[src/rtl/inst_byte_tx_pkg.sv]
// ---------------------------------------------------------------------------
// inst_tx_pkg
// Shared types and defaults for the instruction/result byte transmitter.
//   tx_state_t   : serializer FSM states
//   DEFAULT_BITS : default byte width (the word is twice this)
// ---------------------------------------------------------------------------
package inst_tx_pkg;

  localparam int DEFAULT_BITS = 8;

  typedef enum logic [1:0] {
    IDLE,
    SEND_HI,
    SEND_LO
  } tx_state_t;

endpackage

[src/rtl/inst_byte_tx_if.sv]
// ---------------------------------------------------------------------------
// inst_byte_tx_if
// Bundles the word-in / byte-out streams of inst_byte_tx.
//   in_word/in_valid/in_ready        : word push side (vector core)
//   out_byte/out_valid/out_ready     : byte stream to the host port
//   out_is_hi                        : out_byte carries the high half
//   count                            : words waiting in the FIFO
//   busy                             : serializer is mid-word
// modport slave  : the transmitter itself
// modport master : whoever feeds words in and consumes bytes
// ---------------------------------------------------------------------------
interface inst_byte_tx_if
  import inst_tx_pkg::*;
#(
  parameter int BITS  = DEFAULT_BITS,
  parameter int DEPTH = 4
) ();

  logic [2*BITS-1:0]          in_word;
  logic                       in_valid;
  logic                       in_ready;
  logic [BITS-1:0]            out_byte;
  logic                       out_valid;
  logic                       out_ready;
  logic                       out_is_hi;
  logic [$clog2(DEPTH+1)-1:0] count;
  logic                       busy;

  modport slave (
    input  in_word, in_valid, out_ready,
    output in_ready, out_byte, out_valid, out_is_hi, count, busy
  );

  modport master (
    output in_word, in_valid, out_ready,
    input  in_ready, out_byte, out_valid, out_is_hi, count, busy
  );

endinterface

[src/rtl/inst_byte_tx_word_fifo.sv]
// ---------------------------------------------------------------------------
// word_fifo
// Small synchronous FIFO with a registered head word.
//   clk, rst         : rising-edge clock, synchronous active-high reset
//   i_push, i_data   : write i_data at the tail (ignored when full)
//   i_pop            : drop the head word (ignored when empty)
//   o_head           : current head word, registered
//   o_full, o_empty  : derived from o_count
//   o_count          : number of words stored
// DEPTH must be a power of two so the pointers wrap naturally.
// ---------------------------------------------------------------------------
module word_fifo #(
  parameter int WIDTH = 16,
  parameter int DEPTH = 4
) (
  input  logic                       clk,
  input  logic                       rst,
  input  logic                       i_push,
  input  logic [WIDTH-1:0]           i_data,
  input  logic                       i_pop,
  output logic [WIDTH-1:0]           o_head,
  output logic                       o_full,
  output logic                       o_empty,
  output logic [$clog2(DEPTH+1)-1:0] o_count
);

  localparam int AW = $clog2(DEPTH);
  localparam int CW = $clog2(DEPTH+1);

  logic [WIDTH-1:0] r_mem [DEPTH];
  logic [AW-1:0]    r_wrPtr;
  logic [AW-1:0]    r_rdPtr;
  logic [CW-1:0]    r_count;
  logic [WIDTH-1:0] r_head;

  logic             w_push;
  logic             w_pop;
  logic [AW-1:0]    w_rdNext;

  assign o_full   = (r_count == CW'(DEPTH));
  assign o_empty  = (r_count == '0);
  assign w_push   = i_push && !o_full;
  assign w_pop    = i_pop && !o_empty;
  assign w_rdNext = w_pop ? r_rdPtr + AW'(1) : r_rdPtr;

  assign o_head   = r_head;
  assign o_count  = r_count;

  // The head register is preloaded with whatever will sit at the read
  // pointer after this edge. If that slot is being written right now
  // (FIFO empty, or draining its last word), the incoming word is
  // forwarded since the memory does not hold it yet.
  always_ff @(posedge clk) begin
    if (rst) begin
      r_wrPtr <= '0;
      r_rdPtr <= '0;
      r_count <= '0;
      r_head  <= '0;
    end else begin
      if (w_push) begin
        r_mem[r_wrPtr] <= i_data;
        r_wrPtr        <= r_wrPtr + AW'(1);
      end
      r_rdPtr <= w_rdNext;
      case ({w_push, w_pop})
        2'b10:   r_count <= r_count + CW'(1);
        2'b01:   r_count <= r_count - CW'(1);
        default: r_count <= r_count;
      endcase
      r_head <= (w_push && (r_wrPtr == w_rdNext)) ? i_data : r_mem[w_rdNext];
    end
  end

endmodule

[src/rtl/inst_byte_tx.sv]
// ---------------------------------------------------------------------------
// inst_byte_tx
// Serializes 2*BITS-bit words into BITS-bit bytes, high byte first, onto a
// valid/ready byte stream. A word FIFO absorbs host back-pressure.
//   clk  : rising-edge clock
//   rst  : synchronous active-high reset; discards FIFO and any partial word
//   bus  : inst_byte_tx_if.slave (word input, byte output, count, busy)
// ---------------------------------------------------------------------------
module inst_byte_tx
  import inst_tx_pkg::*;
#(
  parameter int BITS  = DEFAULT_BITS,
  parameter int DEPTH = 4
) (
  input  logic           clk,
  input  logic           rst,
  inst_byte_tx_if.slave  bus
);

  localparam int CW = $clog2(DEPTH+1);

  tx_state_t         r_state;
  // Only the low byte needs holding: the high byte is loaded straight into
  // the output register at pop time.
  logic [BITS-1:0]   r_hold;
  logic [BITS-1:0]   r_outByte;
  logic              r_outValid;
  logic              r_outIsHi;

  logic [2*BITS-1:0] w_head;
  logic              w_full;
  logic              w_empty;
  logic              w_push;
  logic              w_pop;
  logic [CW-1:0]     w_count;

  assign w_push = bus.in_valid && bus.in_ready;
  // Pop from IDLE, or when the low byte leaves and another word waits, so
  // consecutive words stream without a bubble.
  assign w_pop  = !w_empty &&
                  ((r_state == IDLE) || ((r_state == SEND_LO) && bus.out_ready));

  word_fifo #(
    .WIDTH (2*BITS),
    .DEPTH (DEPTH)
  ) u_fifo (
    .clk     (clk),
    .rst     (rst),
    .i_push  (w_push),
    .i_data  (bus.in_word),
    .i_pop   (w_pop),
    .o_head  (w_head),
    .o_full  (w_full),
    .o_empty (w_empty),
    .o_count (w_count)
  );

  // Serializer FSM with registered outputs; outputs only change on a
  // transfer or a pop, so they hold steady under back-pressure.
  always_ff @(posedge clk) begin
    if (rst) begin
      r_state    <= IDLE;
      r_hold     <= '0;
      r_outByte  <= '0;
      r_outValid <= 1'b0;
      r_outIsHi  <= 1'b0;
    end else begin
      case (r_state)
        IDLE: begin
          if (w_pop) begin
            r_hold     <= w_head[BITS-1:0];
            r_outByte  <= w_head[2*BITS-1:BITS];
            r_outValid <= 1'b1;
            r_outIsHi  <= 1'b1;
            r_state    <= SEND_HI;
          end
        end
        SEND_HI: begin
          if (bus.out_ready) begin
            r_outByte <= r_hold;
            r_outIsHi <= 1'b0;
            r_state   <= SEND_LO;
          end
        end
        SEND_LO: begin
          if (bus.out_ready) begin
            if (w_pop) begin
              r_hold    <= w_head[BITS-1:0];
              r_outByte <= w_head[2*BITS-1:BITS];
              r_outIsHi <= 1'b1;
              r_state   <= SEND_HI;
            end else begin
              r_outByte  <= '0;
              r_outValid <= 1'b0;
              r_state    <= IDLE;
            end
          end
        end
        default: r_state <= IDLE;
      endcase
    end
  end

  // in_ready is pulled low during reset so nothing is pushed into a FIFO
  // that is being cleared.
  assign bus.in_ready  = !w_full && !rst;
  assign bus.out_byte  = r_outByte;
  assign bus.out_valid = r_outValid;
  assign bus.out_is_hi = r_outIsHi;
  assign bus.count     = w_count;
  assign bus.busy      = (r_state != IDLE);

endmodule

[src/flat_wrapper.sv]
// flat-port wrapper written by rule: the top's interface ports become plain ports
module inst_byte_tx_flat import inst_tx_pkg::*;
#(
  parameter int BITS  = DEFAULT_BITS,
  parameter int DEPTH = 4
)
  (clk, rst, bus_in_word, bus_in_valid, bus_out_ready, bus_in_ready, bus_out_byte, bus_out_valid, bus_out_is_hi, bus_count, bus_busy);
  inst_byte_tx_if #(.BITS(BITS), .DEPTH(DEPTH)) bus_i ();
  input  logic clk;
  input  logic rst;
  input wire logic [$bits(bus_i.in_word)-1:0] bus_in_word;
  input wire logic [$bits(bus_i.in_valid)-1:0] bus_in_valid;
  input wire logic [$bits(bus_i.out_ready)-1:0] bus_out_ready;
  output wire logic [$bits(bus_i.in_ready)-1:0] bus_in_ready;
  output wire logic [$bits(bus_i.out_byte)-1:0] bus_out_byte;
  output wire logic [$bits(bus_i.out_valid)-1:0] bus_out_valid;
  output wire logic [$bits(bus_i.out_is_hi)-1:0] bus_out_is_hi;
  output wire logic [$bits(bus_i.count)-1:0] bus_count;
  output wire logic [$bits(bus_i.busy)-1:0] bus_busy;
  assign bus_i.in_word = bus_in_word;
  assign bus_i.in_valid = bus_in_valid;
  assign bus_i.out_ready = bus_out_ready;
  assign bus_in_ready = bus_i.in_ready;
  assign bus_out_byte = bus_i.out_byte;
  assign bus_out_valid = bus_i.out_valid;
  assign bus_out_is_hi = bus_i.out_is_hi;
  assign bus_count = bus_i.count;
  assign bus_busy = bus_i.busy;
  inst_byte_tx #(.BITS(BITS), .DEPTH(DEPTH)) u_core (.clk(clk), .rst(rst), .bus(bus_i));
endmodule
[config.mk]
export PLATFORM = sky130hd
export DESIGN_NAME = inst_byte_tx_flat
export DESIGN_NICKNAME = d
export VERILOG_FILES = /design/src/rtl/inst_byte_tx_pkg.sv /design/src/rtl/inst_byte_tx_if.sv /design/src/rtl/inst_byte_tx_word_fifo.sv /design/src/rtl/inst_byte_tx.sv /design/src/flat_wrapper.sv
export SDC_FILE = /design/constraint.sdc
export NUM_CORES = 1
export LEC_CHECK = 0
export CAP_MARGIN = 30
export CORE_UTILIZATION = 40
export CTS_CLUSTER_SIZE = 16
export DETAILED_ROUTE_END_ITERATION = 8
export GPL_ROUTABILITY_DRIVEN = 0
export PLACE_DENSITY = 0.69
export SYNTH_ARGS = -nofsm -noshare
export SYNTH_HDL_FRONTEND = slang
export SYNTH_HIERARCHICAL = 1
export SYNTH_SLANG_ARGS = --single-unit
[constraint.sdc]
create_clock -name clk -period 3.8 [get_ports clk]
set_input_delay 0.76 -clock clk [delete_from_list [all_inputs] [get_ports clk]]
set_output_delay 0.76 -clock clk [all_outputs]
set_load 0.01 [all_outputs]
==> out/qor.yml <==
outcome:
  status: "completed"
power:
  power.leakage_nw: 1.91
  seq_power_share: 0.428
  combPwrFrac: 0.326
  switching_share: 0.334
  p_sw_mw: 1.15
  intPower_mw: 2.29
  power_frac_clock: 0.246
  irDropWorstVdd_uv: 278
  power_density_nw_per_um2: 597
  finalPower_mw: 3.44
cells_and_area:
  diodes: 0
  area_delta_synth_final_pct: 13.6
  fin_util: 0.474
  layout.nets: 501
  drive_gt1_frac: 0.109
  final_cell_count_no_fill: 643
floorplanning:
  die_x_um: 115
  core_area_um2: 12200
  rows: 40
  die_area_um2: 13100
  start_util: 0.417
  ios: 35
  die_height_um: 115
synthesis:
  ys_types: 49
  synth_common_cells: "edfxtp_1, nor2_1, dfxtp_1"
  syn_nets: 486
  netlist.top_cell.by_area: "edfxtp_1"
  synth_top_area_frac: 0.379
  synth_area_leaders: "edfxtp_1, dfxtp_1, a211oi_1"
  yosysWarnings: 6
  synth_edf_count: 64
  ys.flop_type: "edfxtp_1"
  async_flop_share: 0
  synthCells: 455
  syn_area_um2: 5070
  ys_seq_elements: 107
  ys_seq_area_frac: 0.549
  avgSynthCellArea_um2: 11.1
  yosysMostFrequentCell: "edfxtp_1"
drt:
  drt-initial-drc-count: 210
  viasPerCell: 5.55
  drc: 0
  wl_per_cell_um: 16.6
  routed_wl_mm: 10.7
  via_count: 3566
  first_pass_iters: 5
  ant_nets: 0
clocking:
  cts.repair.resized: 0
  cts_hold_buffers: 0
  post_cts_buffers: 0
  clk_pin_slew_ps: 70
  cts_buffer_depth: 2
  cts_buffers: 9
  cts_tree: "built"
  htree_levels: 3
  clock_sinks: 107
  worstSkewPairLatency_ps: 350
  cts_root_buffer: "clkbuf_16"
sta:
  rsz0062_at_grt: "no"
  setup_viol: 0
  maxSlewViolCount: 0
  fin_tns_setup_ps: 0
  clock.fmax_mhz: 318
  finalCritPeriodShare: 0.827
  hold_viol: 0
  finalClockSkew_ps: 8.00
  worstMarginPinSlew_ps: 979
  period_minus_slack_ps: 3140
  relSlewSlack: 0.347
global_routing:
  grt.total_usage: 0.179
  antenna_found_initial: 0
  grt_first_pass_wirelength_mm: 17.8
  grt_pass1_vias: 3525
  grt_max_degree: 46
  grt_overflow: 0
critical_path:
  arrival_ps: 3370
  path_delay_family: "buffers and inverters"
  worstSetupPathType: "in -> reg"
  cp_max_fo: 18
  crit_buf_inv: 2
  critical_path_required_ps: 4030
  critPathLaunchType: "input port"
  cp_cell_sequence: "clkdlybuf4s50_1 -> nand2_1 -> a21oi_1 -> nand2b_2 -> inv_2 -> xnor2_2 -> o211ai_4 -> and2_4 -> mux2_1"
  cp_slowest_cell: "clkdlybuf4s50_1"
  endpoint_kind: "flip-flop"
  crit_path_max_incr_delay_ps: 520
placed_design:
  dpl.cell_count: 627
  io_buffer_count: 34
  place_hpwl_mm: 7.09
hold_path:
  min_path_type: "reg -> reg"
flow_run:
  maxCapViolCount: 0
## worst reg2reg max path, cell delays in order, from the launching register on
cell      delay [ps]
dfxtp_1          350
nor3_2           600
nand2b_2         260
inv_2            150
or4_4            530
o211ai_4         220
and2_4           400
mux2_1           360
## sequential cells by signal, indices dropped and copies added (netlist names)
signal                 count
u_core/bus.out_byte        8
u_core/bus.out_is_hi       1
u_core/bus.out_valid       1
u_core/r_hold              8
u_core/r_state             2
u_core/u_fifo/o_count      3
u_core/u_fifo/o_head      16
u_core/u_fifo/r_mem       64
u_core/u_fifo/r_rdPtr      2
u_core/u_fifo/r_wrPtr      2
## worst paths after layout
kind | start | end | slack, ps | cells past startpoint
worst max register to register | u_core/u_fifo/o_count[2] | u_core/u_fifo/o_head[6] | 820 | 7
worst max-delay path | bus_out_ready | u_core/u_fifo/o_head[6] | 660 | 9
worst min-delay path | u_core/u_fifo/o_head[7] | u_core/r_hold[7] | 470 | 2
worst min register to register | u_core/u_fifo/o_head[7] | u_core/r_hold[7] | 470 | 2
## power groups by stage
| stage | logic (mW) | clock network [mW] | registers (mW) |
|---|---|---|---|
| after floorplan | 0.865 | 0 | 1.47 |
| after global placement | 1.09 | 0 | 1.49 |
| after detailed placement | 1.12 | 0 | 1.50 |
| after CTS | 1.13 | 0.875 | 1.47 |
| after global routing | 1.24 | 0.920 | 1.49 |
| final | 1.12 | 0.847 | 1.47 |
## cell type report
type	instances	area, um^2
clock buffer	11	233
clock inverter	5	35.0
fill	1119	6400
inverter	11	41.3
multi-input combinational	300	2070
sequential	107	2780
tap	168	210
timing repair buffer	41	388
## per-layer routing
metal / routed length [um] / up-vias / global-route usage
met5: 0 / - / 0
li1: - / 1748 / -
met2: 5330 / 77 / 0.302
met4: 123 / 0 / 0.0675
met3: 501 / 12 / 0.0392
met1: 4730 / 1729 / 0.224
## cells in the final DEF, fill, tap and decap left out, types with 10 or more instances in the layout
cell type,n
dfxtp_1,42
a21oi_1,22
nor2b_1,16
clkdlybuf4s50_1,33
a211oi_1,37
mux2i_1,10
ha_1,10
nand3_1,32
edfxtp_1,64
o31ai_1,30
o21ai_0,17
nor2_1,60
o41ai_2,10
## kinds of logic (layout without fill, tap and decap cells)
logic type / after synthesis / in the layout / share of synthesized area
fa+ha+maj: 11 / 11 / 0.0286
compound gates: 138 / 138 / 0.215
mux: 11 / 11 / 0.0220
simple gates: 135 / 135 / 0.133
buf+inv: 48 / 68 / 0.0429
flops: 107 / 107 / 0.549
xor+xnor: 5 / 5 / 0.0101
## stage by stage
stage	hold WS [ps]	cell area (um^2)	worst slack, ps
2_1_floorplan	440	5070	913
3_3_place_gp	455	5490	384
3_5_place_dp	464	5490	290
4_1_cts	483	5760	650
5_1_grt	509	5760	521
6_report	473	5760	659
No activity file was read; power rests on OpenSTA's default activity.
